## config.mk

```make
export PLATFORM = sky130hd
export DESIGN_NAME = pe_pipe_param
export DESIGN_NICKNAME = d
export VERILOG_FILES = /design/src/rtl/pe_pipe_param.sv
export SDC_FILE = /design/constraint.sdc
export NUM_CORES = 1
export LEC_CHECK = 0
export ABC_AREA = 1
export CORE_ASPECT_RATIO = 1.5
export CORE_MARGIN = 3
export CORE_UTILIZATION = 40
export DETAILED_ROUTE_END_ITERATION = 12
export GPL_TIMING_DRIVEN = 1
export PLACE_DENSITY_LB_ADDON = 0.3
export SLEW_MARGIN = 20
export SYNTH_ARGS = -nofsm -noshare
export SYNTH_HDL_FRONTEND = slang
export SYNTH_SLANG_ARGS = --single-unit
```

## constraint.sdc

```tcl
create_clock -name clk -period 4.2 [get_ports clk]
set_input_delay 0.84 -clock clk [delete_from_list [all_inputs] [get_ports clk]]
set_output_delay 0.84 -clock clk [all_outputs]
set_load 0.02 [all_outputs]
```

## src/rtl/pe_pipe_param.sv

```systemverilog
// -----------------------------------------------------------------------------
// pe_pipe_param
// Two-stage pipelined priority encoder. Reports the index of the highest set
// bit of an accepted request vector, using a valid/ready handshake on both
// sides with full-throughput stall handling.
//
// Stage 1 splits d into ROWS rows of ROW_W bits and registers, per row, an
// OR flag and the local index of that row's highest set bit. Stage 2 selects
// the highest-numbered flagged row and concatenates {row, local index}.
//
// Parameters
//   WIDTH : request vector width, power of two, 64..1024
//   ROW_W : row width, power of two (>= 2), divides WIDTH
//
// Ports
//   clk       : clock, all state on rising edge
//   rst_n     : asynchronous active-low reset
//   d         : request vector, sampled only on a transfer in
//   in_valid  : d is presented
//   in_ready  : block accepts d this cycle (independent of in_valid)
//   q         : index of highest set bit of the accepted d (0 when d == 0)
//   v         : accepted d had at least one bit set
//   out_valid : q/v (and multi) hold a result
//   out_ready : consumer takes the result this cycle
//   multi     : accepted d had two or more bits set (PE_MULTI_HIT_EN only)
//
// Configuration macro
//   PE_MULTI_HIT_EN : when defined, adds the multi port and its logic.
// -----------------------------------------------------------------------------
module pe_pipe_param #(
  parameter int WIDTH = 256,
  parameter int ROW_W = 64
) (
  input  logic                     clk,
  input  logic                     rst_n,
  input  logic [WIDTH-1:0]         d,
  input  logic                     in_valid,
  output logic                     in_ready,
  output logic [$clog2(WIDTH)-1:0] q,
  output logic                     v,
  output logic                     out_valid,
`ifdef PE_MULTI_HIT_EN
  output logic                     multi,
`endif
  input  logic                     out_ready
);

  localparam int QW   = $clog2(WIDTH);
  localparam int ROWS = WIDTH / ROW_W;
  localparam int LW   = $clog2(ROW_W);

  // Stage 1 combinational row summaries and registers
  logic [ROWS-1:0] row_flag_s;
  logic [LW-1:0]   row_idx_s [ROWS];
  logic            s1_valid_r;
  logic [ROWS-1:0] row_flag_r;
  logic [LW-1:0]   row_idx_r [ROWS];

  // Stage 2 combinational selection and output registers
  logic [QW-1:0]   q_s;
  logic            v_s;
  logic            out_valid_r;
  logic [QW-1:0]   q_r;
  logic            v_r;

  // Handshake: a stage may load whenever its successor frees up
  logic            s2_adv_s;
  logic            s1_adv_s;

`ifdef PE_MULTI_HIT_EN
  logic [ROWS-1:0] row_multi_s;
  logic [ROWS-1:0] row_multi_r;
  logic            multi_s;
  logic            multi_r;
`endif

  assign s2_adv_s = !out_valid_r || out_ready;
  assign s1_adv_s = !s1_valid_r || s2_adv_s;
  assign in_ready = s1_adv_s;

  // Per-row OR flag and highest-set local index (ascending scan, last hit wins)
  always_comb begin
    for (int r = 0; r < ROWS; r++) begin
      row_flag_s[r] = 1'b0;
      row_idx_s[r]  = '0;
`ifdef PE_MULTI_HIT_EN
      row_multi_s[r] = 1'b0;
`endif
      for (int i = 0; i < ROW_W; i++) begin
        if (d[r*ROW_W + i]) begin
`ifdef PE_MULTI_HIT_EN
          // A second hit in the same row means the row is multi-hit
          row_multi_s[r] = row_multi_s[r] | row_flag_s[r];
`endif
          row_flag_s[r] = 1'b1;
          row_idx_s[r]  = LW'(i);
        end else begin
          row_idx_s[r]  = row_idx_s[r];
        end
      end
    end
  end

  // Stage 1 registers: load a new row summary whenever stage 1 advances
  always_ff @(posedge clk or negedge rst_n) begin
    if (!rst_n) begin
      s1_valid_r <= 1'b0;
      row_flag_r <= '0;
      for (int r = 0; r < ROWS; r++) begin
        row_idx_r[r] <= '0;
      end
`ifdef PE_MULTI_HIT_EN
      row_multi_r <= '0;
`endif
    end else if (s1_adv_s) begin
      s1_valid_r <= in_valid;
      if (in_valid) begin
        row_flag_r <= row_flag_s;
        for (int r = 0; r < ROWS; r++) begin
          row_idx_r[r] <= row_idx_s[r];
        end
`ifdef PE_MULTI_HIT_EN
        row_multi_r <= row_multi_s;
`endif
      end
    end
  end

  // Highest flagged row wins; an all-zero vector yields q = 0, v = 0
  always_comb begin
    q_s = '0;
    v_s = 1'b0;
`ifdef PE_MULTI_HIT_EN
    multi_s = 1'b0;
`endif
    for (int r = 0; r < ROWS; r++) begin
      if (row_flag_r[r]) begin
`ifdef PE_MULTI_HIT_EN
        // Multi if this row is multi-hit or an earlier row was also flagged
        multi_s = multi_s | v_s | row_multi_r[r];
`endif
        v_s = 1'b1;
        q_s = QW'(r * ROW_W) | QW'(row_idx_r[r]);
      end else begin
        q_s = q_s;
      end
    end
  end

  // Stage 2 output registers: hold while the consumer stalls
  always_ff @(posedge clk or negedge rst_n) begin
    if (!rst_n) begin
      out_valid_r <= 1'b0;
      q_r         <= '0;
      v_r         <= 1'b0;
`ifdef PE_MULTI_HIT_EN
      multi_r     <= 1'b0;
`endif
    end else if (s2_adv_s) begin
      out_valid_r <= s1_valid_r;
      if (s1_valid_r) begin
        q_r     <= q_s;
        v_r     <= v_s;
`ifdef PE_MULTI_HIT_EN
        multi_r <= multi_s;
`endif
      end
    end
  end

  assign out_valid = out_valid_r;
  assign q         = q_r;
  assign v         = v_r;
`ifdef PE_MULTI_HIT_EN
  assign multi     = multi_r;
`endif

endmodule

```

==> results.yml, run 1 <==
drt:
  drt_iter0_drc: 193
  vias: 6809
  remaining_drc_errors: 0
  wirelength_um: 15800
  postRouteAntennaNets: 0
  viasPerCell: 4.60
  drtPass1Iterations: 4
  wire_per_inst_um: 10.7
worst_hold_path:
  hp-start: "q[3]"
  min_to: "q[3]"
  whs_path_depth: 2
  worstHoldPathType: "flip-flop to flip-flop"
run:
  cap_violations: 0
yosys:
  synth-edff-count: 0
  syn_inst: 1040
  ys_seq_area_frac: 0.190
  synth_area_leaders: "nand2_1 28%, inv_1 19%, dfrtp_1 19%"
  netlist_area_sq_um: 5130
  synthMostInstantiatedCell: "nand2_1"
  async_reset_ff_frac: 1.00
  yosysTopAreaCell: "nand2_1"
  synthTopCellsByCount: "384 x nand2_1, 262 x inv_1, 159 x nor2_1"
  syn_nets: 1300
  ys_ff_latch: 39
  ys.flop_type: "dfrtp_1"
  synth_top_area_share: 0.281
  synth.distinct_cells: 34
  yosysWarningCount: 0
  syn_area_per_cell_sq_um: 4.93
timing:
  worst_pin_slew_ns: 0.822
  slew_violations: 0
  finalHoldWorstSlack_ns: 0.495
  skew_ns: 0.00314
  finalHoldViolations: 0
  setup_viol: 0
  period_share: 0.946
  rsz0062_at_grt: "true"
  relSlewSlack: 0.452
  fmax_mhz: 252
  fin_crit_ns: 3.97
clock_network:
  hold_buffers: 0
  cts_root_buf: "clkbuf_16"
  clock_latency_ns: 0.27
  tritoncts: "built"
  cts_buffer_depth: 2
  clk_pin_slew_worst_paths_ns: 0.05
  cts_buffers: 5
  clock-sinks: 39
  cts_htree_levels: 2
layout:
  drive_gt1_frac: 0.0385
  nets: 1582
  design_area_sq_um: 8270
  n_antenna_cell: 0
  syn_to_final_growth_pct: 61.3
critical_path:
  cp_max_fo: 2
  worstSetupPathType: "input port to flip-flop"
  cp_common_cell: "nand2_1"
  worst_ep_arrival_time_ns: 4.18
  reg2reg_slack_ns: 2.45
  r2r_cells: 9
  critPathLaunchType: "input port"
  reg2reg_to: "row_flag_r[1]"
  crit_path_end_kind: "flip-flop"
  r2r-start: "out_valid"
  cp.required_ns: 4.41
  cp_slowest_cell: "a21oi_2"
  cpPeakStageDelay_ns: 0.12
placement:
  placed_area_sq_um: 8060
  gp_congestion: 0.861
  dp_hpwl_um: 14100
  io_buffers: 270
die:
  rows: 50
  die_h_um: 145
  initial_core_util: 0.410
  fp.dieW_um: 98.5
  dieArea_sq_um: 14200
  coreArea_sq_um: 12500
  ios: 271
pwr:
  powerDensity_nw_per_um2: 164
  fin_total_pwr_mw: 1.35
  p_leak_nw: 4.62
  peakVddDrop_mv: 0.134
grt:
  grt_overflow: 0
  antenna_found_initial: 0
  grt_max_degree: 40
  grt_pass1_vias: 6176
  grt.total_usage: 0.204
  grt_pass1_wl_um: 24600
outcome:
  outcome: "finished, final reports clean"
## layer usage
metal | GRT usage | wire (um) | vias up
li1 | - | - | 3695
met1 | 0.203 | 5800 | 2914
met2 | 0.429 | 8830 | 175
met3 | 0.0264 | 793 | 25
met4 | 0.0633 | 330 | 0
met5 | 0 | 0 | -
## flip-flops by register name (all words and copies together), names as in the netlist
register and count:
v 1, row_idx_r 24, out_valid 1, s1_valid_r 1, q 8, row_flag_r 4
## cell type report
cell class	count	area, sq um
fillers	1196	4240
multi-input cells	718	3080
repair buffers	279	2830
inverters	279	1060
flip-flops and latches	39	976
well taps	156	195
clock buffers	7	133
clock inverters	1	5.00
## worst max-delay path by stage
| stage | end | cells past startpoint | from |
|---|---|---|---|
| after detailed placement | row_idx_r[18] | 59 | d[1] |
| after floorplan | row_idx_r[0] | 63 | d[194] |
| final | row_idx_r[6] | 64 | d[130] |
| after global routing | row_idx_r[6] | 64 | d[130] |
| after global placement | row_idx_r[18] | 59 | d[1] |
| after CTS | row_idx_r[18] | 59 | d[1] |
## power breakdown
group          internal, mW  switching (mW)
Combinational         0.331           0.261
Clock                 0.219           0.129
Sequential            0.400          0.0140
Total                 0.950           0.404
## through the flow
stage / setup TNS [ns] / instances / setup slack [ns] / utilization
detailed placement: -0.710 / 1470 / -0.204 / 0.644
floorplan: 0 / 1040 / 0.594 / -
global placement: -0.478 / 1470 / -0.155 / 0.644
finish: 0 / 1479 / 0.228 / 0.661
CTS: 0 / 1478 / 0.0651 / 0.655
global route: -0.920 / 1479 / -0.329 / 0.661
## cells in the final DEF, fill, tap and decap left out, drive strengths merged
cell type	n
a211oi	1
a21boi	1
a21oi	27
a221oi	4
a22oi	5
a31oi	13
a32o	1
a32oi	2
and3	2
buf	13
bufinv	1
clkbuf	9
clkdlybuf4s50	237
clkinv	2
dfrtp	39
dlymetal6s2s	27
inv	277
nand2	385
nand3	45
nand3b	2
nand4	4
nor2	159
nor3	12
nor4	22
o211ai	1
o21ai	18
o21bai	2
o22a	1
o22ai	2
o311ai	4
o31ai	4
or2	1
## repair_timing
action                                  4_1_cts  5_1_grt
resized for setup                             0       50
buffers inserted                              0        1
hold endpoints to repair                      0        0
endpoints found under the setup margin        0        4
## critical path: cells and delay by family
kind / cells / cell delay [ns]
buffers and inverters: 2 / 0.13
AOI/OAI and AO/OA: 1 / 0.12
and+or+nand+nor: 61 / 3.13
## cells by family (layout without fill, tap and decap cells)
| kind of cell | Yosys count | count (layout) | share of synthesized area |
|---|---|---|---|
| compound gates | 86 | 86 | 0.106 |
| simple gates | 632 | 632 | 0.492 |
| buf+inv | 283 | 566 | 0.212 |
| flops | 39 | 39 | 0.190 |
(Power assumes the default switching activity.)
==> inputs of run 2 (changes only) <==
--- a/config.mk
+++ b/config.mk
@@ -6,7 +6,6 @@
 export NUM_CORES = 1
 export LEC_CHECK = 0
 export ABC_AREA = 1
-export CORE_ASPECT_RATIO = 1.5
 export CORE_MARGIN = 3
 export CORE_UTILIZATION = 40
 export DETAILED_ROUTE_END_ITERATION = 12
==> constraint.sdc (replaced) <==
create_clock -name clk -period 3.9 [get_ports clk]
set_input_delay 0.78 -clock clk [delete_from_list [all_inputs] [get_ports clk]]
set_output_delay 0.78 -clock clk [all_outputs]
set_load 0.02 [all_outputs]
==> run 2 against run 1 <==
Flip-flop and latch count is the same; critical path depth down 8; utilization grew 2.9 points; clock skew increased by 0.0022 ns; final cell count is 2.2% higher; global-route usage rose by 0.90 points; via count is 0.50% higher; routed wire length rose by 2.2%.
==> results.yml, run 2 (synthesized netlist as in run 1, its figures left out) <==
critical_path:
  critical_path_buf_inv_count: 2
  cp.required_ns: 4.07
  cpPeakStageDelay_ns: 0.48
  cp_max_fo: 2
  cp_common_cell: "nand2_1"
  cp_slowest_cell: "clkdlybuf4s50_1"
  crit_family: "simple AND/OR/NAND/NOR gates"
  worst_ep_arrival_time_ns: 4.01
  worstSetupPathType: "input port to flip-flop"
  critPathLaunchType: "input port"
  crit_path_end_kind: "flip-flop"
placement:
  gp_congestion: 0.828
  dp.cells: 1495
  pre_cts_ws_ns: -0.459
  io_buffers: 270
  dp_hpwl_um: 13900
layout:
  stdcell_count: 1512
  regMostFlops: "row_idx_r"
  largest_reg_flops: 24
  syn_to_final_growth_pct: 64.9
  fin_util: 0.690
  nets: 1604
  final_cell_mix: "379 x nand2_1, 258 x inv_1, 234 x clkdlybuf4s50_1"
  layout.cells.most_common: "nand2_1"
  n_antenna_cell: 0
  drive_gt1_frac: 0.0707
die:
  dieArea_sq_um: 14200
  fp.dieW_um: 119
  rows: 40
  coreArea_sq_um: 12300
  initial_core_util: 0.418
  die_h_um: 119
  ios: 271
grt:
  grt.total_usage: 0.213
  grt_pass1_wl_um: 26200
  grt_overflow: 0
  grt_pass1_vias: 6241
  antenna_found_initial: 0
  grt_max_degree: 40
drt:
  drtPass1Iterations: 4
  wire_per_inst_um: 10.6
  vias: 6843
  wl_met3_um: 1090
  wirelength_um: 16100
  highest_layer: "met4"
  drt_iter0_drc: 280
  wl_met2_um: 8030
  viasPerCell: 4.53
  postRouteAntennaNets: 0
  remaining_drc_errors: 0
  wl_met1_um: 6710
outcome:
  outcome: "finished, final reports clean"
clock_network:
  cts_htree_levels: 2
  tritoncts: "built"
  cts_buffer_depth: 2
  cts_root_buf: "clkbuf_16"
  clock-sinks: 39
  cts_buffers: 5
  clock_latency_ns: 0.28
  clk_pin_slew_worst_paths_ns: 0.06
pwr:
  combPwrFrac: 0.424
  internal-power_mw: 1.10
  peakVddDrop_mv: 0.208
  power.switching_mw: 0.464
  switching_share: 0.297
  powerDensity_nw_per_um2: 184
  clockPowerShare: 0.290
  p_leak_nw: 4.61
  pwr-share-seq: 0.285
timing:
  fin_tns_setup_ns: 0
  finalHoldViolations: 0
  period_share: 0.984
  worst_pin_slew_ns: 0.842
  setup_viol: 0
  rsz0062_at_grt: "true"
  setup_slack_ns: 0.0605
  fin_crit_ns: 3.84
  slew_violations: 0
  skew_ns: 0.00536
  fmax_mhz: 260
  finalHoldWorstSlack_ns: 0.492
  relSlewSlack: 0.439
worst_hold_path:
  worstHoldPathType: "flip-flop to flip-flop"
run:
  cap_violations: 0
## run 2: what timing repair did
| item | CTS | global route |
|---|---|---|
| setup endpoints to repair | 4 | 5 |
| setup buffers | 9 | 3 |
| hold buffers | 0 | 0 |
| pin swaps | 74 | 100 |
| cloned | 0 | 0 |
| gates resized for setup | 39 | 58 |
## run 2: worst paths after layout
path | cells past startpoint | to | slack, ns | start
hold reg to reg | 2 | q[3] | 0.49 | q[3]
setup / recovery | 56 | row_idx_r[6] | 0.06 | d[138]
max in group asynchronous | 1 | row_idx_r[16] | 2.76 | rst_n
setup reg to reg | 9 | row_flag_r[1] | 1.97 | out_valid
hold / removal | 2 | q[3] | 0.49 | q[3]
min in group asynchronous | 1 | row_idx_r[12] | 0.60 | rst_n
## run 2: area by class of cell
cell class,count,area [sq um]
fillers,1157,3800
well taps,168,210
clock inverters,2,37.5
clock buffers,5,125
multi-input cells,718,3150
inverters,279,1060
flip-flops and latches,39,976
repair buffers,301,2900
## run 2: power groups by stage
stage / Combinational [mW] / Sequential, mW / Clock (mW)
final: 0.661 / 0.445 / 0.453
after floorplan: 0.249 / 0.462 / 0
after global placement: 0.644 / 0.451 / 0
after global routing: 0.737 / 0.448 / 0.480
after CTS: 0.654 / 0.445 / 0.466
after detailed placement: 0.654 / 0.452 / 0
## run 2: metrics by stage
step	power, mW	cell area [sq um]
CTS	1.57	8370
global route	1.66	8460
finish	1.56	8460
detailed placement	1.11	8170
global placement	1.10	8170
floorplan	0.711	5130
## run 2: worst min-delay path, cell delays in order (launching register included)
cell and delay [ns]:
dfrtp_1 0.34, nand2_1 0.05, o21ai_0 0.06
## run 2: routing by layer
| layer | track usage | up-vias |
|---|---|---|
| li1 | - | 3729 |
| met1 | 0.253 | 2929 |
| met2 | 0.393 | 165 |
| met3 | 0.0480 | 20 |
| met4 | 0.0406 | 0 |
| met5 | 0 | - |
